## src/rtl/vrased_pkg.sv

```systemverilog
// Purpose: shared state encoding and violation-source indices for the VRASED reset controller.
// Latency: n/a (type and constant definitions only).
// Backpressure: n/a.
package vrased_pkg;

  localparam int NUM_VIOL = 6;

  // Bit positions inside viol_req / cause_first / cause_acc
  localparam int VIOL_XSTACK     = 0;
  localparam int VIOL_AC         = 1;
  localparam int VIOL_ATOMICITY  = 2;
  localparam int VIOL_DMA_AC     = 3;
  localparam int VIOL_DMA_DETECT = 4;
  localparam int VIOL_DMA_XSTACK = 5;

  typedef enum logic [1:0] {
    IDLE = 2'd0,
    HOLD = 2'd1,
    WAIT = 2'd2
  } state_t;

endpackage

```

## src/rtl/vrased_cause_log.sv

```systemverilog
// Purpose: post-mortem record of violation causes, episode count and restart failures.
// Latency: all outputs update on the clock edge after the qualifying strobe.
// Backpressure: none; strobes are accepted every cycle.
// Ports: viol_req   - raw per-monitor requests
//        episode    - a new violation episode starts this cycle
//        acc_upd    - fold viol_req into cause_acc this cycle
//        retry      - a restart timeout forced another reset
//        clr        - qualified clear of every status register
module vrased_cause_log
  import vrased_pkg::*;
#(
  parameter int CNT_W = 8
) (
  input  logic                clk,
  input  logic                reset_n,
  input  logic [NUM_VIOL-1:0] viol_req,
  input  logic                episode,
  input  logic                acc_upd,
  input  logic                retry,
  input  logic                clr,
  output logic [NUM_VIOL-1:0] cause_first,
  output logic [NUM_VIOL-1:0] cause_acc,
  output logic [CNT_W-1:0]    viol_cnt,
  output logic                restart_err
);

  // clr is only raised when no request is present, so it never competes
  // with episode/acc_upd in the same cycle.
  always_ff @(posedge clk or negedge reset_n) begin
    if (!reset_n) begin
      cause_first <= '0;
      cause_acc   <= '0;
      viol_cnt    <= '0;
      restart_err <= 1'b0;
    end else if (clr) begin
      cause_first <= '0;
      cause_acc   <= '0;
      viol_cnt    <= '0;
      restart_err <= 1'b0;
    end else begin
      if (acc_upd) begin
        cause_acc <= cause_acc | viol_req;
      end
      if (episode) begin
        // Only the first episode since the last clear is snapshotted
        if (cause_first == '0) begin
          cause_first <= viol_req;
        end
        // Saturate rather than wrap so a flood of episodes stays visible
        if (viol_cnt != {CNT_W{1'b1}}) begin
          viol_cnt <= viol_cnt + 1'b1;
        end
      end
      if (retry) begin
        restart_err <= 1'b1;
      end
    end
  end

endmodule

```

## src/rtl/vrased_rst_ctrl.sv

```systemverilog
// Purpose: drive CPU reset from VRASED monitor requests, stretch it, and confirm restart at the handler.
// Latency: cpu_rst follows viol_req combinationally (zero cycles); stretch lasts HOLD_CYCLES after the last request.
// Backpressure: none; requests are never stalled, a request during the stretch simply restarts it.
// Ports: clk, reset_n (async active-low), viol_req[5:0], pc[15:0], cause_clr in;
//        cpu_rst, busy, cause_first, cause_acc, viol_cnt, restart_err out.
module vrased_rst_ctrl
  import vrased_pkg::*;
#(
  parameter logic [15:0] RESET_HANDLER = 16'h0000,
  parameter int          HOLD_CYCLES   = 4,
  parameter int          TIMEOUT       = 16,
  parameter int          CNT_W         = 8
) (
  input  logic                clk,
  input  logic                reset_n,
  input  logic [NUM_VIOL-1:0] viol_req,
  input  logic [15:0]         pc,
  input  logic                cause_clr,
  output logic                cpu_rst,
  output logic                busy,
  output logic [NUM_VIOL-1:0] cause_first,
  output logic [NUM_VIOL-1:0] cause_acc,
  output logic [CNT_W-1:0]    viol_cnt,
  output logic                restart_err
);

  localparam int HW = (HOLD_CYCLES > 1) ? $clog2(HOLD_CYCLES) : 1;
  localparam int WW = (TIMEOUT > 1) ? $clog2(TIMEOUT) : 1;
  localparam logic [HW-1:0] HOLD_LOAD = HW'(HOLD_CYCLES - 1);
  localparam logic [WW-1:0] WAIT_LAST = WW'(TIMEOUT - 1);

  state_t        state_q, state_d;
  logic [HW-1:0] hold_cnt, hold_d;
  logic [WW-1:0] wait_cnt, wait_d;
  logic          any_req;
  logic          hold_q;
  logic          episode;
  logic          retry;
  logic          clr;

  assign any_req = |viol_req;
  assign hold_q  = (state_q == HOLD);
  assign busy    = (state_q != IDLE);
  // Combinational path so the CPU is held in reset in the very cycle a
  // violation is flagged; the registered term provides the stretch.
  assign cpu_rst = any_req | hold_q;
  assign clr     = cause_clr && (state_q == IDLE) && !any_req;

  always_ff @(posedge clk or negedge reset_n) begin
    if (!reset_n) begin
      state_q  <= IDLE;
      hold_cnt <= '0;
      wait_cnt <= '0;
    end else begin
      state_q  <= state_d;
      hold_cnt <= hold_d;
      wait_cnt <= wait_d;
    end
  end

  always_comb begin
    state_d = state_q;
    hold_d  = hold_cnt;
    wait_d  = wait_cnt;
    episode = 1'b0;
    retry   = 1'b0;
    case (state_q)
      IDLE: begin
        if (any_req) begin
          state_d = HOLD;
          hold_d  = HOLD_LOAD;
          episode = 1'b1;
        end
      end
      HOLD: begin
        // A repeat request while already resetting extends the stretch only
        if (any_req) begin
          hold_d = HOLD_LOAD;
        end else if (hold_cnt == '0) begin
          state_d = WAIT;
          wait_d  = '0;
        end else begin
          hold_d = hold_cnt - 1'b1;
        end
      end
      WAIT: begin
        if (any_req) begin
          state_d = HOLD;
          hold_d  = HOLD_LOAD;
          episode = 1'b1;
        end else if (pc == RESET_HANDLER) begin
          state_d = IDLE;
        end else if (wait_cnt == WAIT_LAST) begin
          // CPU never reached the handler: reset it again, flag it, but do
          // not count it as a fresh violation episode
          state_d = HOLD;
          hold_d  = HOLD_LOAD;
          retry   = 1'b1;
        end else begin
          wait_d = wait_cnt + 1'b1;
        end
      end
      default: begin
        state_d = IDLE;
      end
    endcase
  end

  vrased_cause_log #(
    .CNT_W(CNT_W)
  ) u_cause_log (
    .clk        (clk),
    .reset_n    (reset_n),
    .viol_req   (viol_req),
    .episode    (episode),
    .acc_upd    (any_req),
    .retry      (retry),
    .clr        (clr),
    .cause_first(cause_first),
    .cause_acc  (cause_acc),
    .viol_cnt   (viol_cnt),
    .restart_err(restart_err)
  );

endmodule

```

## config.mk

```make
export PLATFORM = sky130hd
export DESIGN_NAME = vrased_rst_ctrl
export DESIGN_NICKNAME = d
export VERILOG_FILES = /design/src/rtl/vrased_pkg.sv /design/src/rtl/vrased_cause_log.sv /design/src/rtl/vrased_rst_ctrl.sv
export SDC_FILE = /design/constraint.sdc
export NUM_CORES = 1
export LEC_CHECK = 0
export ABC_AREA = 0
export BUFFER_PORTS_ARGS = -buffer_cell sky130_fd_sc_hd__buf_2
export CAP_MARGIN = 20
export CORE_MARGIN = 2
export CORE_UTILIZATION = 40
export DETAILED_ROUTE_END_ITERATION = 8
export PLACE_DENSITY = 0.71
export SLEW_MARGIN = 40
export SYNTH_ARGS = -nofsm -noshare
export SYNTH_HDL_FRONTEND = slang
export SYNTH_HIERARCHICAL = 1
export SYNTH_SLANG_ARGS = --single-unit
```

## constraint.sdc

```tcl
create_clock -name clk -period 2.85 [get_ports clk]
set_clock_uncertainty 0.1 [all_clocks]
set_input_delay 0.4275 -clock clk [delete_from_list [all_inputs] [get_ports clk]]
set_output_delay 0.4275 -clock clk [all_outputs]
set_load 0.03 [all_outputs]
```

# After elaboration in Yosys (flattened, before gate mapping)

Cells that the tools add are included.
W data, S select, Z words.

Flip-flop bits (word level): 29
Input bits: 25
Output and inout bits: 23
Word-level logic and storage cells: 84

$add $sub $neg: 3
Eq/ne operators: 14
Muxes and demuxes: 36
Bitwise operators: 2
Reduce and logical (&&, ||, !) cells: 22

Operators by type and width:

| kind                  | count |
|---|---|
| $mux W6               | 5 |
| $mux W2               | 12 |
| $mux W8               | 3 |
| $mux W4               | 5 |
| $logic_not A16 Y1     | 1 |
| $reduce_bool A2 Y1    | 7 |
| $pmux W2 S3           | 2 |
| $ne A2 B2 Y1 const B  | 5 |
| $ne A3 B3 Y1 const B  | 3 |
| $add A8 B1 Y8 const B | 1 |
| $mux W1               | 8 |
| $ne A8 B8 Y1 const B  | 1 |
| $pmux W4 S2           | 1 |
| $logic_not A6 Y1      | 1 |
| $or A6 B6 Y6          | 1 |
| $reduce_and A6 Y1     | 1 |
| $reduce_or A6 Y1      | 1 |
| $reduce_and A5 Y1     | 1 |
| $add A4 B1 Y4 const B | 1 |
| $eq A4 B4 Y1 const B  | 1 |
| $logic_not A2 Y1      | 2 |
| $ne A4 B4 Y1 const B  | 1 |
| $reduce_and A2 Y1     | 2 |
| $reduce_and A4 Y1     | 1 |
| 9 further kinds       | 10 |

# Logic depth before layout (Yosys ltp)

Depth after elaboration: 7
Gate-level depth with buffers: 8
Mapped depth without buffers: 7

# Cells and area by module

Netlist, hierarchy kept.

Modules (own cells, without submodules):

| module           | times used | cells each | area each (µm²) | sequential area each (µm²) |
|---|---|---|---|---|
| vrased_cause_log | 1          | 88         | 945.9           | 525.5 |
| vrased_rst_ctrl  | 1          | 62         | 526.8           | 200.2 |

# Worst setup path after synthesis

OpenSTA, ideal clock, no wires.

Kind: input-to-reg
Start point: input port viol_req[5]
End point: register u_cause_log.cause_acc[0]
Library setup time: 0.132 ns
Arrival: 1.875 ns
Required time: 2.618 ns
Slack: 0.743 ns
Stages on the path: 8
Buffers on the path: 3
Cell sequence: nor2_1 > and3_1 > buf_2 > inv_1 > nor3_1 > buf_2 > buf_1 > nor2_1

Word-level cells in the longest chain between the ends: 4
Elaborated cells on any way between the ends: 5
Those cells by class: mux (1); reduce/logical (4)

Ends and longest elaborated chain:

| what                                                 | line                   | text |
|---|---|---|
| start: declaration                                   | vrased_rst_ctrl.sv:16  | `input logic [NUM_VIOL-1:0] viol_req,` |
| $reduce_or A6 Y1 *                                   | vrased_rst_ctrl.sv:41  | `assign any_req = \|viol_req;` |
| named net any_req                                    | vrased_rst_ctrl.sv:35  | `logic any_req;` |
| $logic_not A1 Y1 *                                   | vrased_rst_ctrl.sv:47  | `assign clr = cause_clr && (state_q == IDLE) && !any_req;` |
| $logic_and A1 B1 Y1 *                                | vrased_rst_ctrl.sv:47  |  |
| named net clr                                        | vrased_rst_ctrl.sv:39  | `logic clr;` |
| $mux W6 / $reduce_bool A2 Y1 (equally long branches) | n/a                    |  |
| end signal: assignment                               | vrased_cause_log.sv:42 | `cause_acc <= cause_acc \| viol_req;` |
| end: declaration                                     | vrased_cause_log.sv:22 | `output logic [NUM_VIOL-1:0] cause_acc,` |

The timed path passes the listed nets; every way through them passes the cells marked *.
A chain may end at the register's enable or synchronous reset.

# Worst setup path in the final report

Start point: input port viol_req[5]
End point: register u_cause_log.viol_cnt[0]

Word-level cells in the longest chain between the ends: 5
Elaborated cells on any way between the ends: 9
Those cells by class: mux (3); reduce/logical (6)

Ends and longest elaborated chain:

| what                         | line                   | text |
|---|---|---|
| $reduce_or A6 Y1 *           | vrased_rst_ctrl.sv:41  |  |
| named net any_req            | vrased_rst_ctrl.sv:35  |  |
| $logic_not A1 Y1 *           | vrased_rst_ctrl.sv:47  |  |
| $logic_and A1 B1 Y1 *        | vrased_rst_ctrl.sv:47  |  |
| named net clr                | vrased_rst_ctrl.sv:39  |  |
| $reduce_bool A2 Y1 (no line) | n/a                    |  |
| $reduce_and A2 Y1 (no line)  | n/a                    |  |
| end signal: assignment       | vrased_cause_log.sv:51 | `viol_cnt <= viol_cnt + 1'b1;` |
| end: declaration             | vrased_cause_log.sv:23 | `output logic [CNT_W-1:0] viol_cnt,` |

Marked as above.

==> results by group <==
Clocking
  – Post_cts resized: 0
  – Hold_buf cts: 0
  – Sink Count: 29
  – Post-CTS setup buffers: 0
  – TritonCTS clock tree: done
  – CTS clk-pin slew, worst paths: approximately 0.05 ns
  – CTS Buf Count: 5
  – Clk_lat worst skew: 0.27 ns
  – H-tree depth: 2
  – Root Buffer: clkbuf_8
  – Max clock buf depth: 2

STA
  – FMAX: 471.9 MHz
  – Slew Viols, Final: 0
  – Final period util: 74.35%
  – # setup viols final: 0
  – Hold Vio Cnt, Final: 0
  – Final Critical Period: approximately 2.1 ns
  – RSZ-0062 raised after global routing: no
  – TNS Setup: 0 ns
  – Slew @ Worst Pin: slightly below 0.7 ns
  – Slew HR: 53.55%

Worst setup path
  – Crit-path max FO: 12
  – CP startpoint kind: input pin
  – Critical Path Source: viol_req[5]
  – Crit. End Element: flip-flop
  – R2R setup slack: 0.89 ns
  – Kind of critical path: in2reg
  – Worst-case reg-to-reg path depth: 6
  – Worst r2r src: wait_cnt[0]
  – Crit path to: u_cause_log/viol_cnt[0]
  – RR Endpoint: hold_cnt[1]
  – Critical Path RT: around 2.9 ns
  – Arrival time worst endpoint: 2.17 ns

Cells and area
  – Layout area overhead: 26.85%
  – Most frequent cells in the layout: buf_2 (47), dfrtp_1 (29), nor2_1 (24)
  – Number of diodes: 0
  – Non-Filler Instances: roughly 250
  – Leading cell type in the layout, fill and taps excluded: buf_2
  – # nets final: between 200 and 250
  – Fill cells: 340
  – Multi-input logic area: 696.9 µm²
  – Register Area: 725.7 µm²
  – Layout cells sized above 1: about a third

Power and ir drop
  – LEAKAGE: 0.8892 nW
  – PwrDens: about 430 nW/µm²
  – Net Sw Frac: 20.19%
  – Comb power frac: 4.0%
  – Internal power: 0.0006441 W
  – Sequential share of power: 51.2%
  – Peak supply drop: just under 300 µV
  – Switch Pwr: 0.0001629 W
  – Clock share of power: 44.8%

Global route
  – GRT Resource Usage Total: 17.82%
  – Vias in the first global route: between 1000 and 1500
  – First-pass GRT wire length: 5630 µm
  – Initial antenna violation count: 0
  – Pin count of the biggest net entering global routing: 30
  – Grt total ovfl: 0

Synth
  – Syn Inst Count: 150
  – FF+latch count, synth: 29
  – Avg Cell Area, Syn: 9.818 µm²
  – Mapped Area: between 1000 and 1500 µm²
  – Post-Synthesis Net Count: 178
  – Register area share after synthesis: roughly half
  – Library cells used by synthesis: 39
  – Synth warn: 6
  – Main synth FF type: dfrtp_1
  – Ys async rst share: 100.0%
  – Number of flops mapped to enable cells by yosys: 0

Routing
  – Drt first pass iters: 4
  – WL final: 3258 µm
  – Via Count: 1321
  – Via/cell ratio: about 5.3
  – Routed length per instance: 12.98 µm
  – DR DRC count: 0
  – Routed Antenna Nets: 0
  – Drt initial violations: 141

Run status
  – Outcome: complete, no violations

Floorplanning
  – Die Wd: 64.68 µm
  – Initial core utilization: 40.84%
  – Die height: 64.68 µm
  – Die area: 4183 µm²
  – Core Rows: 22
  – CORE AREA: around 3600 µm²
  – Io pins: 48

Placement
  – Post-detail-place hpwl: 2488 µm
  – Placed instance count: 243
  – IO Port Bufs: 47
  – GPL Wtd Cong: 0.7915

Hold path
  – HP Class: in2async

Job
  – # Max-Cap Violations: 0
power groups by stage:
stage	sequential (W)	combinational [W]	clock (W)
final	0.000413	0.0000320	0.000362
after global routing	0.000413	0.0000367	0.000404
after CTS	0.000413	0.0000330	0.000373
after detailed placement	0.000420	0.0000331	0
after global placement	0.000420	0.0000324	0
after floorplan	0.000421	0.00000422	0
worst min path at each step:
stage / slack, ns / cells after the start / to
6_report: 0.07 / 1 / u_cause_log/viol_cnt[7]
5_1_grt: 0.11 / 1 / u_cause_log/cause_first[5]
3_3_place_gp: 0.38 / 1 / u_cause_log/viol_cnt[5]
4_1_cts: 0.09 / 1 / u_cause_log/viol_cnt[4]
2_1_floorplan: 0.03 / 0 / hold_cnt[0]
3_5_place_dp: 0.38 / 2 / u_cause_log/cause_acc[3]
worst max-delay path, cell delays in order:
cell	delay, ns
buf_2	0.11
nor2_1	0.11
and3_1	0.31
inv_1	0.22
nor3_2	0.59
nor2_1	0.11
mux2_2	0.29
layer usage:
layer	vias up	global-route usage (%)	wire (µm)
li1	654	-	-
met1	624	21.43	1410
met2	36	29.56	1568
met3	7	4.688	207
met4	0	8.777	71
met5	-	0	0
state kept, by name (all words and copies together), names as in the netlist:
signal and cells:
u_cause_log/viol_cnt 8, u_cause_log/cause_acc 6, hold_cnt 2, state_q 2, u_cause_log/cause_first 6, u_cause_log/restart_err 1, wait_cnt 4
synth_stat cells (2+ instances only):
cell	number	share of area (%)
mux2i_1	2	1.4
buf_2	2	0.68
a21oi_1	11	3.7
nor3_1	7	2.4
mux2_4	2	2.0
nor4_1	5	2.1
a41oi_1	2	1.2
nor2_1	24	6.1
nand3_2	2	1.4
ha_1	3	2.5
mux2_2	2	1.5
nand2_1	6	1.5
a211oi_1	3	1.5
nor2b_1	2	0.85
nand2b_1	6	2.5
inv_1	9	2.3
o21ai_0	2	0.68
nand4_1	5	2.1
a31oi_1	6	2.5
nand3_1	2	0.68
dfrtp_1	29	49
cells by family after synthesis:
| family | share of synthesized area, % |
|---|---|
| AND/OR/NAND/NOR | 25.32 |
| multiplexers | 4.928 |
| adder cells (fa/ha/maj) | 2.549 |
| buffers and inverters | 3.738 |
| flip-flops | 49.28 |
| AO/OA/AOI/OAI | 14.19 |
stage by stage:
stage / setup slack, ns / cell area (µm²) / utilization (%) / total power [W] / hold slack [ns]
global route: 0.5724 / 1868 / 51.80 / 0.0008532 / 0.1110
global placement: 0.5334 / 1767 / 48.99 / 0.0004528 / 0.3798
CTS: 0.7548 / 1868 / 51.80 / 0.0008194 / 0.08606
finish: 0.7311 / 1868 / 51.80 / 0.0008070 / 0.07257
floorplan: 0.7428 / 1473 / - / 0.0004254 / 0.03191
detailed placement: 0.4752 / 1767 / 48.99 / 0.0004536 / 0.3804
area by class of cell:
type / instances / area share, %
Inverter: 9 / 1.808
Tap cell: 48 / 3.215
Timing Repair Buffer: 49 / 13.40
Clock buffer: 7 / 5.157
Clock inverter: 1 / 0.2679
Sequential cell: 29 / 38.85
Multi-Input combinational cell: 108 / 37.31
Note: power is estimated with default switching activity, not from simulation.
